<file path="config.mk">
export PLATFORM = sky130hd
export DESIGN_NAME = deserializer
export DESIGN_NICKNAME = d
export VERILOG_FILES = /design/src/rtl/nv_link_pkg.sv /design/src/rtl/deserializer.sv
export SDC_FILE = /design/constraint.sdc
export NUM_CORES = 1
export LEC_CHECK = 0
export CAP_MARGIN = 15
export CORE_MARGIN = 4
export CORE_UTILIZATION = 54
export DETAILED_ROUTE_END_ITERATION = 6
export MAX_ROUTING_LAYER = met4
export PLACE_DENSITY_LB_ADDON = 0.15
export SLEW_MARGIN = 20
export SYNTH_ARGS = -nofsm -noshare
export SYNTH_HDL_FRONTEND = slang
export SYNTH_SLANG_ARGS = --single-unit
</file>
<file path="constraint.sdc">
create_clock -name clk -period 2.1 [get_ports clk]
set_input_delay 0.315 -clock clk [delete_from_list [all_inputs] [get_ports clk]]
set_output_delay 0.315 -clock clk [all_outputs]
set_load 0.02 [all_outputs]
</file>
<file path="src/rtl/nv_link_pkg.sv">
// ----------------------------------------------------------------------------
// nv_link_pkg
//
// Shared definitions for the NV Controller serial link. The serializer and
// the deserializer both import this package, which keeps the default word
// width and the receiver state encoding in one place.
//
// Contents:
//   NV_WORD_WIDTH  default link word width in bits
//   deser_state_t  deserializer state encoding (2'd3 is unused)
// ----------------------------------------------------------------------------
package nv_link_pkg;

   localparam int unsigned NV_WORD_WIDTH = 8;

   typedef enum logic [1:0] {
      IDLE = 2'd0,
      RECV = 2'd1,
      DONE = 2'd2
   } deser_state_t;

endpackage

</file>
<file path="src/rtl/deserializer.sv">
// ----------------------------------------------------------------------------
// deserializer
//
// Receive side of the NV Controller serial link. The block samples
// serial_data_in LSB-first and assembles one DATA_WIDTH-bit word. It then
// presents the word with a one-cycle data_valid pulse and a sticky
// done_receive flag. The serializer's start net also drives this block, so
// the two can be wired back-to-back.
//
// Ports:
//   clk             system clock, rising edge
//   reset           synchronous active-high reset; reset wins over start
//   start           transmitter advance strobe (same net as serializer start)
//   serial_data_in  serial bit stream, LSB first
//   data_out        assembled word; holds until the next word or reset
//   data_valid      one-cycle pulse in the cycle data_out updates
//   done_receive    sticky word-complete flag, cleared only by reset
//   busy            high while a word is partially received
//
// DATA_WIDTH legal range is 2..32.
// ----------------------------------------------------------------------------
module deserializer
   import nv_link_pkg::*;
#(
   parameter int unsigned DATA_WIDTH = NV_WORD_WIDTH
) (
   input  logic                  clk,
   input  logic                  reset,
   input  logic                  start,
   input  logic                  serial_data_in,
   output logic [DATA_WIDTH-1:0] data_out,
   output logic                  data_valid,
   output logic                  done_receive,
   output logic                  busy
);

   localparam int unsigned CNT_W = $clog2(DATA_WIDTH + 1);
   localparam logic [CNT_W-1:0] LAST_CNT = CNT_W'(DATA_WIDTH - 1);

   // Registered state
   logic                  start_q;
   logic [CNT_W-1:0]      bit_cnt;
   logic [DATA_WIDTH-1:0] shreg;
   deser_state_t          state;

   // Next-state values
   logic [CNT_W-1:0]      bit_cnt_d;
   logic [DATA_WIDTH-1:0] shreg_d;
   deser_state_t          state_d;
   logic [DATA_WIDTH-1:0] data_out_d;
   logic                  data_valid_d;
   logic                  done_receive_d;

   // The transmitter drives a bit on the edge where start is high. That bit
   // stays stable until the transmitter's next advancing edge. Sampling one
   // edge later therefore sees it, even when start drops in between.
   logic [DATA_WIDTH-1:0] shifted;
   assign shifted = {serial_data_in, shreg[DATA_WIDTH-1:1]};

   always_comb begin
      state_d        = state;
      bit_cnt_d      = bit_cnt;
      shreg_d        = shreg;
      data_out_d     = data_out;
      data_valid_d   = 1'b0;
      done_receive_d = done_receive;

      case (state)
         IDLE: begin
            if (start_q) begin
               shreg_d   = shifted;
               bit_cnt_d = bit_cnt + 1'b1;
               state_d   = RECV;
            end
         end

         RECV: begin
            // When start_q is low, every register holds. A gap can be any
            // length.
            if (start_q) begin
               shreg_d = shifted;
               if (bit_cnt == LAST_CNT) begin
                  data_out_d     = shifted;
                  data_valid_d   = 1'b1;
                  done_receive_d = 1'b1;
                  bit_cnt_d      = '0;
                  state_d        = DONE;
               end else begin
                  bit_cnt_d = bit_cnt + 1'b1;
               end
            end
         end

         DONE: begin
            // Terminal until reset; later samples are ignored.
         end

         default: begin
            // Unused encoding: go back to a clean idle.
            state_d   = IDLE;
            bit_cnt_d = '0;
         end
      endcase
   end

   always_ff @(posedge clk) begin
      if (reset) begin
         // Forcing start_q low here means an edge with reset and start both
         // high is never counted, which matches the serializer.
         start_q      <= 1'b0;
         bit_cnt      <= '0;
         shreg        <= '0;
         state        <= IDLE;
         data_out     <= '0;
         data_valid   <= 1'b0;
         done_receive <= 1'b0;
         busy         <= 1'b0;
      end else begin
         start_q      <= start;
         bit_cnt      <= bit_cnt_d;
         shreg        <= shreg_d;
         state        <= state_d;
         data_out     <= data_out_d;
         data_valid   <= data_valid_d;
         done_receive <= done_receive_d;
         // busy is registered from the next state, so it matches state RECV.
         busy         <= (state_d == RECV);
      end
   end

endmodule

</file>
# Word-level counts from Yosys, hierarchy flattened
# Cells that the tools add are included.
[totals] ff_bits=26 inputBits=4 out_inout_bits=11 word_cells=33
[classes] addsub=1 eq_ne=6 mux=9 bitwise=3 n_reduce_logical=6
[ops] cell="$mux W4" n=3
[ops] cell="$pmux W4 S3" n=1
[ops] cell="$mux W2" n=3
[ops] cell="$pmux W2 S3" n=1
[ops] cell="$reduce_and A3 Y1" n=2
[ops] cell="$add A4 B1 Y4 const B" n=1
[ops] cell="$eq A2 B1 Y1 const B" n=2
[ops] cell="$eq A4 B3 Y1 const B" n=1
[ops] cell="$ne A2 B2 Y1 const B" n=2
[ops] cell="$not A1 Y1" n=3
[ops] cell="$reduce_or A3 Y1" n=1
[ops] cell="$eq A2 B2 Y1 const B" n=1
[ops] cell="$logic_not A2 Y1" n=1
[ops] cell="$reduce_and A2 Y1" n=1
[ops] cell="$reduce_or A2 Y1" n=1
[ops] cell="$mux W1" n=1

# Longest topological paths before layout
# Gate-level depths: netlist of the first run.
[depth] depth_word=5 ltp_mapped=6 depth_no_buf=4

# Worst setup path before layout of the first run
# Ideal clock, no wire load.
[synth_timing] path_type="flip-flop to flip-flop" from="reg bit_cnt[0]" to="reg bit_cnt[3]" setup_time_ns=0.086 t_arrival_ns=1.342 required_ns=2.014 setup_slack_ns=0.671 stages_incl_launch_ff=5 path_buffers=0 synth_period_minus_slack_ns=1.429 cell_sequence="dfxtp_1 -> ha_1 -> and4b_1 -> or4_4 -> a221oi_2"
[synth_between] elab_chain_len=4 elab_cells_between_ends=6 classes_between="1 x add/sub; 1 x eq/ne; 4 x mux"
[synth_lines] element="start, declared" line="deserializer.sv:42" source="logic [CNT_W-1:0] bit_cnt;"
[synth_lines] element="start signal, assigned" line="deserializer.sv:120" source="bit_cnt <= bit_cnt_d;"
[synth_lines] element="$add A4 B1 Y4 or $eq A4 B3 Y1 (tied branches)" line="deserializer.sv:72, deserializer.sv:89, deserializer.sv:82"
[synth_lines] element="$mux W4" line="deserializer.sv:82" source="if (bit_cnt == LAST_CNT) begin"
[synth_lines] element="$mux W4" line="deserializer.sv:80" source="if (start_q) begin"
[synth_lines] element="$pmux W4 S3 *" line="deserializer.sv:68" source="case (state)"
# Mark *: on every way between the ends. The rest lies on a longest branch, timed or not. The select of a mux whose other input is x is not followed.
# A chain may end at the register's enable or synchronous reset.

# Worst setup path after layout of the first run
# Same ends and word-level chain as after synthesis.

==> results.json, run 1 <==
{
  "outcome": "finished clean",
  "cp-startpoint": "bit_cnt[0]$_SDFFE_PP0P_",
  "ys_ff_latch": 25,
  "grt_pass1_wl_microns": 3200,
  "drt_iter0_markers": 18,
  "power_density_mw_per_mm2": 654,
  "cts_resized": 0,
  "whs_ns": 0.472,
  "gp_congestion": 0.743,
  "synth.avg_cell_area_sq_um": 8.86,
  "hpwl_microns": 1260,
  "path_class": "reg2reg",
  "yosys.area_share.simple": 0.212,
  "cpMaxStageDelayCell": "or4_4",
  "nFillCells": 158,
  "clk_pin_slew_ns": 0.14,
  "synthTopCellsByArea": "dfxtp_1, a21oi_1, nand2_1",
  "dr.pass1.iters": 4,
  "synthMuxAreaShare": 0,
  "max-cap-violations": 0,
  "r2r_start": "bit_cnt[0]$_SDFFE_PP0P_",
  "cp.required_ns": 2.34,
  "grt_max_degree": 21,
  "fin_nets": 127,
  "setup_viol": 0,
  "via_count": 796,
  "grt_usage": 0.166,
  "final-max-slew-violation-count": 0,
  "synth_compound_area_frac": 0.203,
  "synth_fa_ha_area_frac": 0.0128,
  "syn2layout_area_growth_pct": 16.7,
  "syn_area_sq_um": 975,
  "synth_edf_count": 0,
  "holdPathStages": 2,
  "yosysSeqAreaShare": 0.513,
  "cts_tree": "yes",
  "synth_top_family_by_area": "simple AND/OR/NAND/NOR gates",
  "antenna_cells": 0,
  "drive_gt1_frac": 0.0826,
  "yosysTopAreaCell": "dfxtp_1",
  "crit_path_cell_trace": "ha_1 -> and4b_1 -> or4_4 -> a221oi_2",
  "initial_core_util": 0.564,
  "max_freq_mhz": 591,
  "placement.io_buffers": 14,
  "worst-slew-pin-transition_ns": 0.479,
  "final_cell_mix": "dfxtp_1, nand2_1, a21oi_1",
  "clock_path_buffers": 2,
  "cp-end-kind": "register",
  "skew_ns": 0.00834,
  "dieHeight_microns": 50.5,
  "relSlewSlack": 0.680,
  "yosys_warnings": 0,
  "setup_tns_ns": 0,
  "drc": 0,
  "wl_per_cell_microns": 12.2,
  "p_leak_uw": 0.000362,
  "rsz0062_at_grt": "false",
  "finalHoldViolCount": 0,
  "synth_top_area_frac": 0.513,
  "post-route-min-period_ns": 1.69,
  "root_buffer": "clkbuf_4",
  "mappedNetlistNets": 115,
  "synthCells": 110,
  "clock_latency_ns": 0.32,
  "crit_path_start_kind": "register",
  "core_sq_mm": 0.00173,
  "cp_max_fo": 14,
  "wl_microns": 1780,
  "antenna_found_initial": 0,
  "hp-class": "reg2reg",
  "rows": 15,
  "cts_buffers": 3,
  "holdBufCountCts": 0,
  "slowest_delay_ns": 0.47,
  "worstHoldStart": "shreg[5]$_SDFFE_PP0P_",
  "ant_nets": 0,
  "ios": 15,
  "fp.dieW_microns": 50.5,
  "synthXorXnorAreaFrac": 0,
  "grt_overflow": 0,
  "grt_pass1_vias": 700,
  "reg2reg_depth": 4,
  "htreeDepth": 1,
  "die-area_sq_mm": 0.00255,
  "async_flop_share": 0,
  "fin_crit_sh": 0.806,
  "cts_setup_buffers": 0,
  "layout_commonest_cell": "dfxtp_1",
  "peakVddDrop_mv": 0.468,
  "viasPerCell": 5.45,
  "cts_sinks": 25,
  "synthFlopType": "dfxtp_1",
  "arrival_ns": 1.94,
  "yosysUniqueCellTypes": 22
}
==> state kept, by name, indices dropped and copies added (netlist names) <==
register and flops:
bit_cnt 4, busy 1, data_out 8, done_receive 1, start_q 1, shreg 7
data_valid 1, state 2
==> cells in the mapped netlist (2+ instances only) <==
master      n
a2111oi_0   2
a21oi_1    18
a221oi_2    2
buf_2       4
buf_6       2
clkbuf_1    3
dfxtp_1    25
nand2_1    19
nand3_1    11
nor2_1      3
nor2b_1     2
o21ai_1     9
==> power by group <==
group | internal, uW | switching [uW]
combinational | 17.0 | 24.9
sequential | 481 | 8.00
clock | 72.7 | 140
total | 571 | 173
==> final timing paths <==
kind,end,slack (ns)
min,shreg[4]$_SDFFE_PP0P_,0.47
max,bit_cnt[3]$_SDFFE_PP0P_,0.41
min reg2reg,shreg[4]$_SDFFE_PP0P_,0.47
max reg2reg,bit_cnt[3]$_SDFFE_PP0P_,0.41
==> area by class of cell <==
class                      count  area [sq um]  share of cell area
clock buffer                   3          22.5              0.0198
inverter                       1          3.75             0.00330
sequential                    25           500               0.440
clock inverter                 1          7.51             0.00660
multi-input combinational     75           417               0.366
tap                           25          31.3              0.0275
timing repair buffer          16           155               0.136
==> worst max-delay path: cells and delay by family, from the launching register on <==
kind	cells	cell delay (ns)
flops	1	0.36
fa+ha+maj	1	0.24
simple gates	2	0.82
compound gates	1	0.21
==> per-stage QoR <==
stage	cells	worst slack (ns)	area (sq um)	total power [uW]	utilization
after floorplan	110	0.671	975	529	-
after CTS	146	0.417	1140	751	0.659
after global placement	142	0.474	1110	541	0.641
final	146	0.407	1140	744	0.659
after global routing	146	0.303	1140	771	0.659
after detailed placement	142	0.434	1110	542	0.641
==> metal layers <==
| metal | wire, microns | up-vias | track usage |
|---|---|---|---|
| met4 | 26 | 0 | 0.0538 |
| met3 | 72 | 4 | 0.0297 |
| li1 | - | 405 | - |
| met1 | 833 | 370 | 0.210 |
| met2 | 846 | 17 | 0.270 |
| met5 | 0 | - | - |
==> cells by family (layout without fill, tap and decap cells) <==
group | after synthesis | count (layout)
AND/OR/NAND/NOR | 41 | 41
adder cells (fa/ha/maj) | 1 | 1
flip-flops | 25 | 25
AO/OA/AOI/OAI | 33 | 33
buffers and inverters | 10 | 21
(Power assumes the default switching activity.)
==> inputs of run 2 (changes only) <==
--- a/config.mk
+++ b/config.mk
@@ -7,7 +7,7 @@
 export LEC_CHECK = 0
 export CAP_MARGIN = 15
 export CORE_MARGIN = 4
-export CORE_UTILIZATION = 54
+export CORE_UTILIZATION = 46
 export DETAILED_ROUTE_END_ITERATION = 6
 export MAX_ROUTING_LAYER = met4
 export PLACE_DENSITY_LB_ADDON = 0.15
==> constraint.sdc (replaced) <==
create_clock -name clk -period 1.35 [get_ports clk]
set_input_delay 0.2025 -clock clk [delete_from_list [all_inputs] [get_ports clk]]
set_output_delay 0.2025 -clock clk [all_outputs]
set_load 0.02 [all_outputs]
==> run 2 against run 1 <==
The flow now finishes with violations (setup timing). Global-route usage is 0.59 points higher. Utilization is 2.7 points lower. Register-to-register slack worse by 0.49 ns. Sequential power is 55% higher. Sequential share of layout area is 3.8 points lower. Clock skew is 0.0067 ns lower.
==> results.json, run 2 (same netlist as run 1, synthesis figures left out) <==
{
  "max-cap-violations": 0,
  "hp-class": "in2reg",
  "hpwl_microns": 1350,
  "reg.largest.list": "data_out: 8 flops, shreg: 7 flops, bit_cnt: 4 flops",
  "regToRegEndpoint": "bit_cnt[3]$_SDFFE_PP0P_",
  "setup_viol": 2,
  "placement.io_buffers": 14,
  "reg2reg_depth": 4,
  "whs_ns": 0.406,
  "clk_pin_slew_ns": 0.14,
  "largest-register": "data_out",
  "max_freq_mhz": 700,
  "initial_core_util": 0.492,
  "dieHeight_microns": 54.0,
  "clock_path_buffers": 2,
  "peakVddDrop_mv": 0.743,
  "rrSetupSlack_ns": -0.08,
  "root_buffer": "clkbuf_4",
  "slowest_delay_ns": 0.42,
  "violations": "setup timing",
  "ant_nets": 0,
  "worstHoldStart": "start",
  "fin_crit_sh": 1.06,
  "rsz0062_at_grt": "true",
  "gp_congestion": 0.766,
  "arrival_ns": 1.68,
  "antenna_cells": 0,
  "wl_microns": 1920,
  "cts_tree": "yes",
  "final-max-slew-violation-count": 0,
  "holdPathStages": 2,
  "r2r_start": "bit_cnt[1]$_SDFFE_PP0P_",
  "skew_ns": 0.00168,
  "crit_path_start_kind": "register",
  "cpMaxStageDelayCell": "or4_4",
  "place_ws_ns": -0.0512,
  "crit_path_cell_trace": "ha_2 -> and4b_1 -> or4_4 -> a221oi_2",
  "htreeDepth": 1,
  "ios": 15,
  "power_density_mw_per_mm2": 963,
  "die-area_sq_mm": 0.00292,
  "post-route-min-period_ns": 1.43,
  "grt_max_degree": 19,
  "nFillCells": 186,
  "setup_slack_ns": -0.0778,
  "layout_commonest_cell": "dfxtp_1",
  "cts_setup_buffers": 0,
  "rows": 16,
  "clock_latency_ns": 0.33,
  "path_class": "reg2reg",
  "total_power_uw": 1210,
  "drt_iter0_markers": 18,
  "antenna_found_initial": 0,
  "final_cell_mix": "dfxtp_1, nand2_1, a21oi_1",
  "syn2layout_area_growth_pct": 28.4,
  "hold_end": "start_q$_SDFF_PP0_",
  "multi_input_area_sq_um": 457,
  "outcome": "finished with violations",
  "cts_resized": 14,
  "core_sq_mm": 0.00198,
  "grt_overflow": 0,
  "wl_per_cell_microns": 12.1,
  "finalHoldViolCount": 0,
  "cts_sinks": 25,
  "cp.required_ns": 1.61,
  "grt_pass1_wl_microns": 3490,
  "fin_nets": 138,
  "dpl_cell_area_sq_mm": 0.00119,
  "fp.dieW_microns": 54.0,
  "grt_pass1_vias": 839,
  "p_leak_uw": 0.000472,
  "worst-slew-pin-transition_ns": 0.355,
  "via_count": 838,
  "cp-end-kind": "register",
  "grt_usage": 0.172,
  "drive_gt1_frac": 0.197,
  "cts_buffers": 3,
  "largest_reg_flops": 8,
  "relSlewSlack": 0.762,
  "holdBufCountCts": 0,
  "dr.pass1.iters": 4,
  "cp_max_fo": 4,
  "drc": 0,
  "viasPerCell": 5.27,
  "seqCellArea_sq_um": 503,
  "fin_area_sq_mm": 0.00125
}
-- run 2: cell count changes in the layout (fill, tap and decap cells not counted), sizes merged --
| cell | delta |
|---|---|
| clkdlybuf4s50 | -11 |
| dlygate4sd2 | +11 |
| buf | +11 |
-- run 2: through the flow --
| stage | cells | utilization | setup TNS (ns) |
|---|---|---|---|
| after global placement | 155 | 0.603 | -0.00964 |
| final | 159 | 0.631 | -0.0908 |
| after global routing | 159 | 0.631 | -0.275 |
| after floorplan | 110 | - | -0.0340 |
| after detailed placement | 155 | 0.603 | -0.0799 |
| after CTS | 159 | 0.615 | -0.0828 |
-- run 2: worst max-delay path by stage --
stage                                 start                       to  slack [ns]  depth (start not counted)
detailed placement  bit_cnt[1]$_SDFFE_PP0P_  bit_cnt[3]$_SDFFE_PP0P_       -0.05                          4
CTS                 bit_cnt[1]$_SDFFE_PP0P_  bit_cnt[3]$_SDFFE_PP0P_       -0.07                          4
global route        bit_cnt[1]$_SDFFE_PP0P_  bit_cnt[3]$_SDFFE_PP0P_       -0.12                          4
global placement    bit_cnt[1]$_SDFFE_PP0P_  bit_cnt[3]$_SDFFE_PP0P_       -0.01                          4
floorplan           bit_cnt[1]$_SDFFE_PP0P_  bit_cnt[3]$_SDFFE_PP0P_       -0.03                          4
finish              bit_cnt[1]$_SDFFE_PP0P_  bit_cnt[3]$_SDFFE_PP0P_       -0.08                          4
-- run 2: report_power, final --
part	total, uW	internal [uW]	switching, uW
clock network	351	114	238
registers	756	749	7.03
logic	97.5	44.0	53.5
total	1210	907	298
-- run 2: layout make-up --
type / instances / share of cell area
clock buffers: 3 / 0.0180
clock inverters: 1 / 0.00600
inverters: 1 / 0.00300
multi-input cells: 75 / 0.365
flip-flops and latches: 25 / 0.402
well taps: 27 / 0.0270
repair buffers: 27 / 0.179
-- run 2: metal layers --
layer | share of wire | vias up | GRT usage | wire (microns)
met4 | 0.020 | 0 | 0.0747 | 38
met5 | 0 | - | - | 0
met1 | 0.46 | 382 | 0.194 | 889
met3 | 0.055 | 5 | 0.0499 | 105
li1 | - | 433 | - | -
met2 | 0.46 | 18 | 0.282 | 885
-- run 2: worst max-delay path: cells and delay by family (launching register included) --
family | cells | cell delay [ns]
AO/OA/AOI/OAI | 1 | 0.21
adder cells (fa/ha/maj) | 1 | 0.17
flip-flops | 1 | 0.35
AND/OR/NAND/NOR | 2 | 0.62
